### src/rtl/fpu_pipe_pkg.sv
// ---------------------------------------------------------------------------
// fpu_pipe_pkg
// Shared types and constants for the FPU ID/EX issue logic.
//   ASIZE         : FPU register address width (32 registers)
//   DSIZE         : FPU data width
//   tag_t         : in-flight tag {valid, destination register}
//   issue_state_t : issue controller operating mode
// ---------------------------------------------------------------------------
package fpu_pipe_pkg;

  localparam int ASIZE = 5;
  localparam int DSIZE = 32;

  typedef struct packed {
    logic             valid;
    logic [ASIZE-1:0] rd;
  } tag_t;

  typedef enum logic [1:0] {
    RUN   = 2'd0,
    DRAIN = 2'd1,
    DONE  = 2'd2
  } issue_state_t;

endpackage

### src/rtl/fpu_tag_delay.sv
// ---------------------------------------------------------------------------
// fpu_tag_delay
// Fixed-latency shift register of destination tags. A tag loaded at the
// head in cycle T is presented on the tail output in cycle T+EX_LAT. The
// tail output comes straight from the last register stage.
// Ports:
//   clk    : clock, rising edge
//   rst    : synchronous active-high reset, empties every stage
//   i_tag  : tag entering the head this cycle
//   o_tag  : tag leaving the tail (registered)
// ---------------------------------------------------------------------------
module fpu_tag_delay
  import fpu_pipe_pkg::*;
#(
  parameter int EX_LAT = 4
) (
  input  logic clk,
  input  logic rst,
  input  tag_t i_tag,
  output tag_t o_tag
);

  tag_t r_stage [EX_LAT];

  always_ff @(posedge clk) begin
    if (rst) begin
      for (int i = 0; i < EX_LAT; i++) begin
        r_stage[i] <= '0;
      end
    end else begin
      r_stage[0] <= i_tag;
      for (int i = 1; i < EX_LAT; i++) begin
        r_stage[i] <= r_stage[i-1];
      end
    end
  end

  assign o_tag = r_stage[EX_LAT-1];

endmodule

### src/rtl/fpu_issue_ctrl.sv
// ---------------------------------------------------------------------------
// fpu_issue_ctrl
// Issue / hazard controller for the FPU ID/EX pipeline buffer. Each cycle it
// decides whether the decoded instruction enters ID/EX or a bubble is
// inserted, tracks pending destinations in a scoreboard fed by a
// fixed-latency tag delay line, and offers a drain handshake.
//
// Optional feature macro: FPU_BYPASS_EN
//   defined   : a register whose busy bit is being cleared by this cycle's
//               writeback is not treated as a hazard (issue in retire cycle)
//   undefined : hazards use the registered scoreboard only
//
// Ports:
//   clk, rst         : clock and synchronous active-high reset
//   id_valid         : decode holds a valid instruction
//   id_rd            : destination register
//   id_rs_l, id_rs_r : source registers
//   ex_ready         : execute stage can accept
//   drain_req        : level request to empty the pipe
//   issue            : instruction accepted this cycle (combinational)
//   stall_id         : id_valid & ~issue (combinational)
//   ex_valid         : registered issue, 0 marks an ID/EX bubble
//   wb_valid, wb_rd  : registered retiring tag
//   busy_vec         : scoreboard, bit n = register n pending
//   inflight         : outstanding op count
//   drain_done       : one-cycle pulse when a drain completes
// ---------------------------------------------------------------------------
module fpu_issue_ctrl
  import fpu_pipe_pkg::*;
#(
  parameter int EX_LAT       = 4,
  parameter int MAX_INFLIGHT = 4
) (
  input  logic                  clk,
  input  logic                  rst,
  input  logic                  id_valid,
  input  logic [ASIZE-1:0]      id_rd,
  input  logic [ASIZE-1:0]      id_rs_l,
  input  logic [ASIZE-1:0]      id_rs_r,
  input  logic                  ex_ready,
  input  logic                  drain_req,
  output logic                  issue,
  output logic                  stall_id,
  output logic                  ex_valid,
  output logic                  wb_valid,
  output logic [ASIZE-1:0]      wb_rd,
  output logic [2**ASIZE-1:0]   busy_vec,
  output logic [3:0]            inflight,
  output logic                  drain_done
);

  localparam int NREG = 2**ASIZE;

  issue_state_t      r_state;
  issue_state_t      w_state_next;
  logic              r_drain_done;
  logic              w_drain_done_next;
  logic [NREG-1:0]   r_busy;
  logic [NREG-1:0]   w_busy_next;
  logic [NREG-1:0]   w_set_vec;
  logic [NREG-1:0]   w_clr_vec;
  logic [NREG-1:0]   w_busy_eff;
  logic [3:0]        r_inflight;
  logic [3:0]        w_inflight_next;
  logic              r_ex_valid;
  logic              w_hazard;
  logic              w_issue;
  tag_t              w_head;
  tag_t              w_tail;

  // Tag delay line: the tail register is the writeback output.
  assign w_head = '{valid: w_issue, rd: id_rd};

  fpu_tag_delay #(
    .EX_LAT (EX_LAT)
  ) u_tag_delay (
    .clk   (clk),
    .rst   (rst),
    .i_tag (w_head),
    .o_tag (w_tail)
  );

  // Per-register set/clear decode; set wins over a same-cycle clear.
  genvar gi;
  generate
    for (gi = 0; gi < NREG; gi++) begin : g_sb
      assign w_set_vec[gi]   = w_issue     & (id_rd     == ASIZE'(gi));
      assign w_clr_vec[gi]   = w_tail.valid & (w_tail.rd == ASIZE'(gi));
      assign w_busy_next[gi] = w_set_vec[gi] | (r_busy[gi] & ~w_clr_vec[gi]);
    end
  endgenerate

`ifdef FPU_BYPASS_EN
  // A register retiring this cycle is already safe to read or rewrite.
  assign w_busy_eff = r_busy & ~w_clr_vec;
`else
  assign w_busy_eff = r_busy;
`endif

  // RAW on either source, WAW on the destination.
  assign w_hazard = w_busy_eff[id_rs_l] | w_busy_eff[id_rs_r] | w_busy_eff[id_rd];

  assign w_issue = id_valid & ~w_hazard & ex_ready &
                   (r_inflight < 4'(MAX_INFLIGHT)) & (r_state == RUN);

  always_comb begin
    w_inflight_next = r_inflight;
    case ({w_issue, w_tail.valid})
      2'b10:   w_inflight_next = r_inflight + 4'd1;
      2'b01:   w_inflight_next = r_inflight - 4'd1;
      default: w_inflight_next = r_inflight;
    endcase
  end

  always_ff @(posedge clk) begin
    if (rst) begin
      r_busy     <= '0;
      r_inflight <= '0;
      r_ex_valid <= 1'b0;
    end else begin
      r_busy     <= w_busy_next;
      r_inflight <= w_inflight_next;
      r_ex_valid <= w_issue;
    end
  end

  // Drain FSM state register.
  always_ff @(posedge clk) begin
    if (rst) begin
      r_state      <= RUN;
      r_drain_done <= 1'b0;
    end else begin
      r_state      <= w_state_next;
      r_drain_done <= w_drain_done_next;
    end
  end

  // Nothing issues in DRAIN, so the pipe is empty at the next edge as soon
  // as the count after this cycle's retirement reaches zero. Entering DONE
  // on that edge makes drain_done land one cycle after the last wb_valid.
  always_comb begin
    w_state_next      = r_state;
    w_drain_done_next = 1'b0;
    case (r_state)
      RUN: begin
        if (drain_req) w_state_next = DRAIN;
      end
      DRAIN: begin
        if (w_inflight_next == 4'd0) begin
          w_state_next      = DONE;
          w_drain_done_next = 1'b1;
        end
      end
      DONE: begin
        if (!drain_req) w_state_next = RUN;
      end
      default: w_state_next = RUN;
    endcase
  end

  assign issue      = w_issue;
  assign stall_id   = id_valid & ~w_issue;
  assign ex_valid   = r_ex_valid;
  assign wb_valid   = w_tail.valid;
  assign wb_rd      = w_tail.rd;
  assign busy_vec   = r_busy;
  assign inflight   = r_inflight;
  assign drain_done = r_drain_done;

endmodule
### config.mk
export PLATFORM = sky130hd
export DESIGN_NAME = fpu_issue_ctrl
export DESIGN_NICKNAME = d
export VERILOG_FILES = /design/src/rtl/fpu_pipe_pkg.sv /design/src/rtl/fpu_tag_delay.sv /design/src/rtl/fpu_issue_ctrl.sv
export SDC_FILE = /design/constraint.sdc
export NUM_CORES = 1
export LEC_CHECK = 0
export CAP_MARGIN = 40
export CORE_ASPECT_RATIO = 1.1
export CORE_MARGIN = 3
export CORE_UTILIZATION = 50
export DETAILED_ROUTE_END_ITERATION = 6
export GPL_TIMING_DRIVEN = 0
export PLACE_DENSITY = 0.84
export SYNTH_ARGS = -nofsm -noshare
export SYNTH_HDL_FRONTEND = slang
export SYNTH_SLANG_ARGS = --single-unit
export TNS_END_PERCENT = 50
### constraint.sdc
create_clock -name clk -period 6.3 [get_ports clk]
set_input_delay 1.89 -clock clk [delete_from_list [all_inputs] [get_ports clk]]
set_output_delay 1.89 -clock clk [all_outputs]
set_load 0.02 [all_outputs]
==> parameters.txt <==
Parameter                              Value

Status
  Status ... completed

Timing
  Crit path time final ... 6.18 ns
  Final worst-path cycle share ... between 90% and 100%
  Number of max-slew violations in the final report ... 0
  Setup repair after global routing missed its margin ... false
  Fin Hold WS ... 0.434 ns
  Worst slew margin relative to its limit ... 53.5%
  Final hold violation count ... 0
  Total of endpoints with negative setup slack in the final report ... 0
  Measured slew at the worst slew-check pin ... 0.698 ns
  Fin Clk Skew ... between 0.007 and 0.008 ns
  Achievable clock frequency ... 162 MHz

GRT
  Met1 track demand over resource in global routing ... around a third
  Vias in the first global route ... 3341
  Largest net degree at the start of global routing ... 19
  GR Util All Layers ... between 20 and 30%
  Global-route wire length before repair ... 17.2 mm
  M2 GR Usage ... 41.8%
  Antenna violations before repair ... 0
  Grt met3 use ... 6.74%
  Gr busiest metal ... met2
  Grt total ovfl ... 0

Drt
  Routed vias ... 3396
  Number of iterations in the first detailed-routing pass ... 5
  Detailed-route wire length ... around 11 mm
  Vias/cell ... 6.67
  Residual DRC ... 0
  1st-iter DRT viols ... 351
  Post-route antenna net violation count ... 0
  Wire length per cell after detailed routing ... 21.2 um

Clocking
  Max Buffers Root-to-Sink ... 2
  Number of sinks on the clock net ... 63
  Clock edge transition at the registers on the reported setup and hold paths ... 0.06 ns
  Clk Latency, worst-skew pair ... 0.35 ns
  Number of CTS-inserted buffers ... 9
  Number of buffers inserted for hold repair after clock tree synthesis ... 0
  Clock tree from TritonCTS ... done
  Max H-tree Level ... 3
  Root buffer selected by CTS ... clkbuf_8

Placement
  Placer's final routability congestion estimate ... between 0.9 and 1
  Half-perimeter wire length after detailed placement ... 7.97 mm
  Placed Instances ... 494
  Cell Area, Placed ... approximately 4300 sq um
  Total of buffers placed on input and output ports ... 58

Synthesis
  Sequential share of the synthesized area ... between 30% and 40%
  Top flip-flop cell by instance count after synthesis ... dfxtp_1
  Post-Synthesis Mean Instance Area ... ~10 sq um
  Total number of yosys warnings ... 0
  Post-synthesis cell type count ... 52
  Multiplexer share of the synthesized area ... 14.5%
  Syn Inst Count ... ~350
  Number of enable-type register cells in the synthesized netlist ... 0
  Area fraction in and, or, nand and nor cells after synthesis ... 20.6%
  Largest family of logic cells by synthesized area ... compound AO/OA/AOI/OAI gates
  Cell Area, Synth ... 3610 sq um
  Share of the synthesized area in compound gates (AO/OA/AOI/OAI) ... 22.4%
  Synth Area in Adders ... 1.59%
  Xor/xnor share of the synthesized area ... less than 1%
  Post-Synthesis Net Count ... 378
  Synth Register Bits ... 63
  Fraction of synthesis flops using an asynchronous set or reset pin ... 0%

Floorplanning
  Total core area ... between 6000 and 7000 sq um
  Full die area ... 8280 sq um
  Die Span X ... just under 90 um
  Die Span Y ... 95.1 um
  Core Rows ... 31
  Top-level port count ... 66
  Starting utilization of the core area ... 53.2%

Final layout
  Design Area, Final ... 4490 sq um
  Nets ... 447
  Final instance count without filler cells ... 509
  Fraction of final layout cells sized beyond drive strength 1 ... between 10% and 20%
  Final core area utilization ... between 60% and 70%
  Signed area change from the synthesized netlist to the final layout ... 24.3%
  # fillers ... 519
  Most common library cell in the layout ignoring fill and taps ... dfxtp_1
  Count of antenna diodes in the layout ... 0
  Leading cell types in the layout, fill and taps excluded ... dfxtp_1 (63), clkdlybuf4s50_1 (55), nor2b_1 (29)

Pwr
  Leakage power figure ... 1.65 nW
  Cell area power density ... 194 nW/um^2
  Overall power ... 0.868 mW
  Maximum VDD drop ... 0.187 mV

Worst setup path
  Reg-to-Reg Start ... busy_vec[22]
  FF-to-FF setup slack ... between 2 and 2.5 ns
  Critical Path End ... stall_id
  Data arrival at the endpoint of the critical path ... 4.29 ns
  Largest fanout of any net on the critical path ... 18
  Kind of end point of the critical path ... output port
  Depth of the worst register-to-register path ... 15
  Worst setup path start ... id_rd[0]
  Required arrival time at the worst endpoint ... 4.41 ns
  Endpoint of the lowest-slack register-to-register path ... r_state[0]
  Critical path type ... in2out
  Startpoint kind of the worst setup timing path ... input port

Worst hold path
  Hold Path Class ... reg2reg
  Min-Delay Path Depth ... 1

Job
  MaxCap Viol Count ... 0
## sequential cells by signal, indices dropped and copies added (netlist names)
signal               flops
inflight                 4
drain_done               1
u_tag_delay.r_stage     24
busy_vec                32
r_state                  2
## per-stage QoR
step	TNS, ns	setup slack [ns]
floorplan	0	0.551
global placement	-1.19	-0.600
detailed placement	-1.31	-0.618
CTS	0	0.0220
global route	0	0.0506
finish	0	0.119
## timing repair
item | 4_1_cts | 5_1_grt
gates cloned | 0 | 0
pin swaps | 1 | 0
setup buffers | 1 | 0
gates resized for setup | 10 | 5
endpoints found under the setup margin | 2 | 2
## Yosys cell counts, types with 2 or more instances
cell | count | area, sq um
o22ai_1 | 3 | 18.8
mux2i_1 | 11 | 110
mux4_2 | 14 | 315
a2111oi_0 | 4 | 35.0
nand2b_1 | 11 | 68.8
o41ai_2 | 27 | 439
inv_1 | 7 | 26.3
buf_4 | 3 | 22.5
buf_2 | 8 | 40.0
nor2b_1 | 29 | 181
o41ai_1 | 5 | 43.8
o311ai_0 | 6 | 52.6
o221ai_1 | 2 | 17.5
nand2_1 | 25 | 93.8
a21oi_1 | 3 | 15.0
buf_6 | 4 | 45.0
or2_2 | 2 | 12.5
nand3_1 | 24 | 120
nor3_1 | 8 | 40.0
o211ai_1 | 12 | 90.1
clkbuf_1 | 12 | 45.0
a31oi_1 | 3 | 18.8
or3_1 | 2 | 12.5
ha_1 | 3 | 37.5
o21ai_0 | 4 | 20.0
nand4b_1 | 2 | 17.5
nor2_1 | 21 | 78.8
nand4_1 | 4 | 25.0
mux4_1 | 2 | 52.6
mux2_2 | 3 | 33.8
and3_1 | 4 | 25.0
buf_1 | 3 | 11.3
dfxtp_1 | 63 | 1260
xor2_1 | 2 | 17.5
## worst max-delay path, cell delays in order
cell	delay, ns
clkdlybuf4s50_1	0.54
buf_6	0.17
mux4_2	0.51
o221ai_2	0.19
a22oi_1	0.10
and3_1	0.20
buf_4	0.21
o31a_1	0.32
clkbuf_2	0.16
## cell families after synthesis
| group | Yosys count |
|---|---|
| AO/OA/AOI/OAI | 76 |
| XOR/XNOR | 3 |
| adder cells (fa/ha/maj) | 4 |
| buffers and inverters | 37 |
| flip-flops | 63 |
| multiplexers | 31 |
| AND/OR/NAND/NOR | 140 |
## area by class of cell
cell class | instances | area [sq um] | share of cell area (%)
Multi-Input combinational cell | 254 | 2170 | 48.4
Buffer | 29 | 168 | 3.74
Clock buffer | 11 | 131 | 2.93
Clock inverter | 4 | 47.5 | 1.06
Tap cell | 82 | 103 | 2.29
Timing Repair Buffer | 59 | 577 | 12.9
Sequential cell | 63 | 1260 | 28.1
Inverter | 7 | 26.3 | 0.586
## how the worst min path moves through the flow
stage / endpoint / slack (ns) / start
after floorplan: u_tag_delay.r_stage[1][0] / 0.41 / u_tag_delay.r_stage[0][0]
after global placement: u_tag_delay.r_stage[3][0] / 0.42 / u_tag_delay.r_stage[2][0]
after detailed placement: u_tag_delay.r_stage[3][2] / 0.42 / u_tag_delay.r_stage[2][2]
after CTS: u_tag_delay.r_stage[3][2] / 0.44 / u_tag_delay.r_stage[2][2]
after global routing: u_tag_delay.r_stage[1][1] / 0.45 / u_tag_delay.r_stage[0][1]
final: u_tag_delay.r_stage[3][2] / 0.43 / u_tag_delay.r_stage[2][2]
## where the power goes
part | total [mW] | internal, mW | switching, mW
Clock | 0.331 | 0.179 | 0.151
Combinational | 0.124 | 0.0458 | 0.0785
Sequential | 0.413 | 0.407 | 0.00623
## per-layer routing
| metal | vias up | part of all wire, % |
|---|---|---|
| met4 | 0 | 4.6 |
| met3 | 54 | 10 |
| met5 | - | 0 |
| met2 | 235 | 46 |
| li1 | 1495 | - |
| met1 | 1612 | 39 |
No activity file was read; power rests on OpenSTA's default activity.
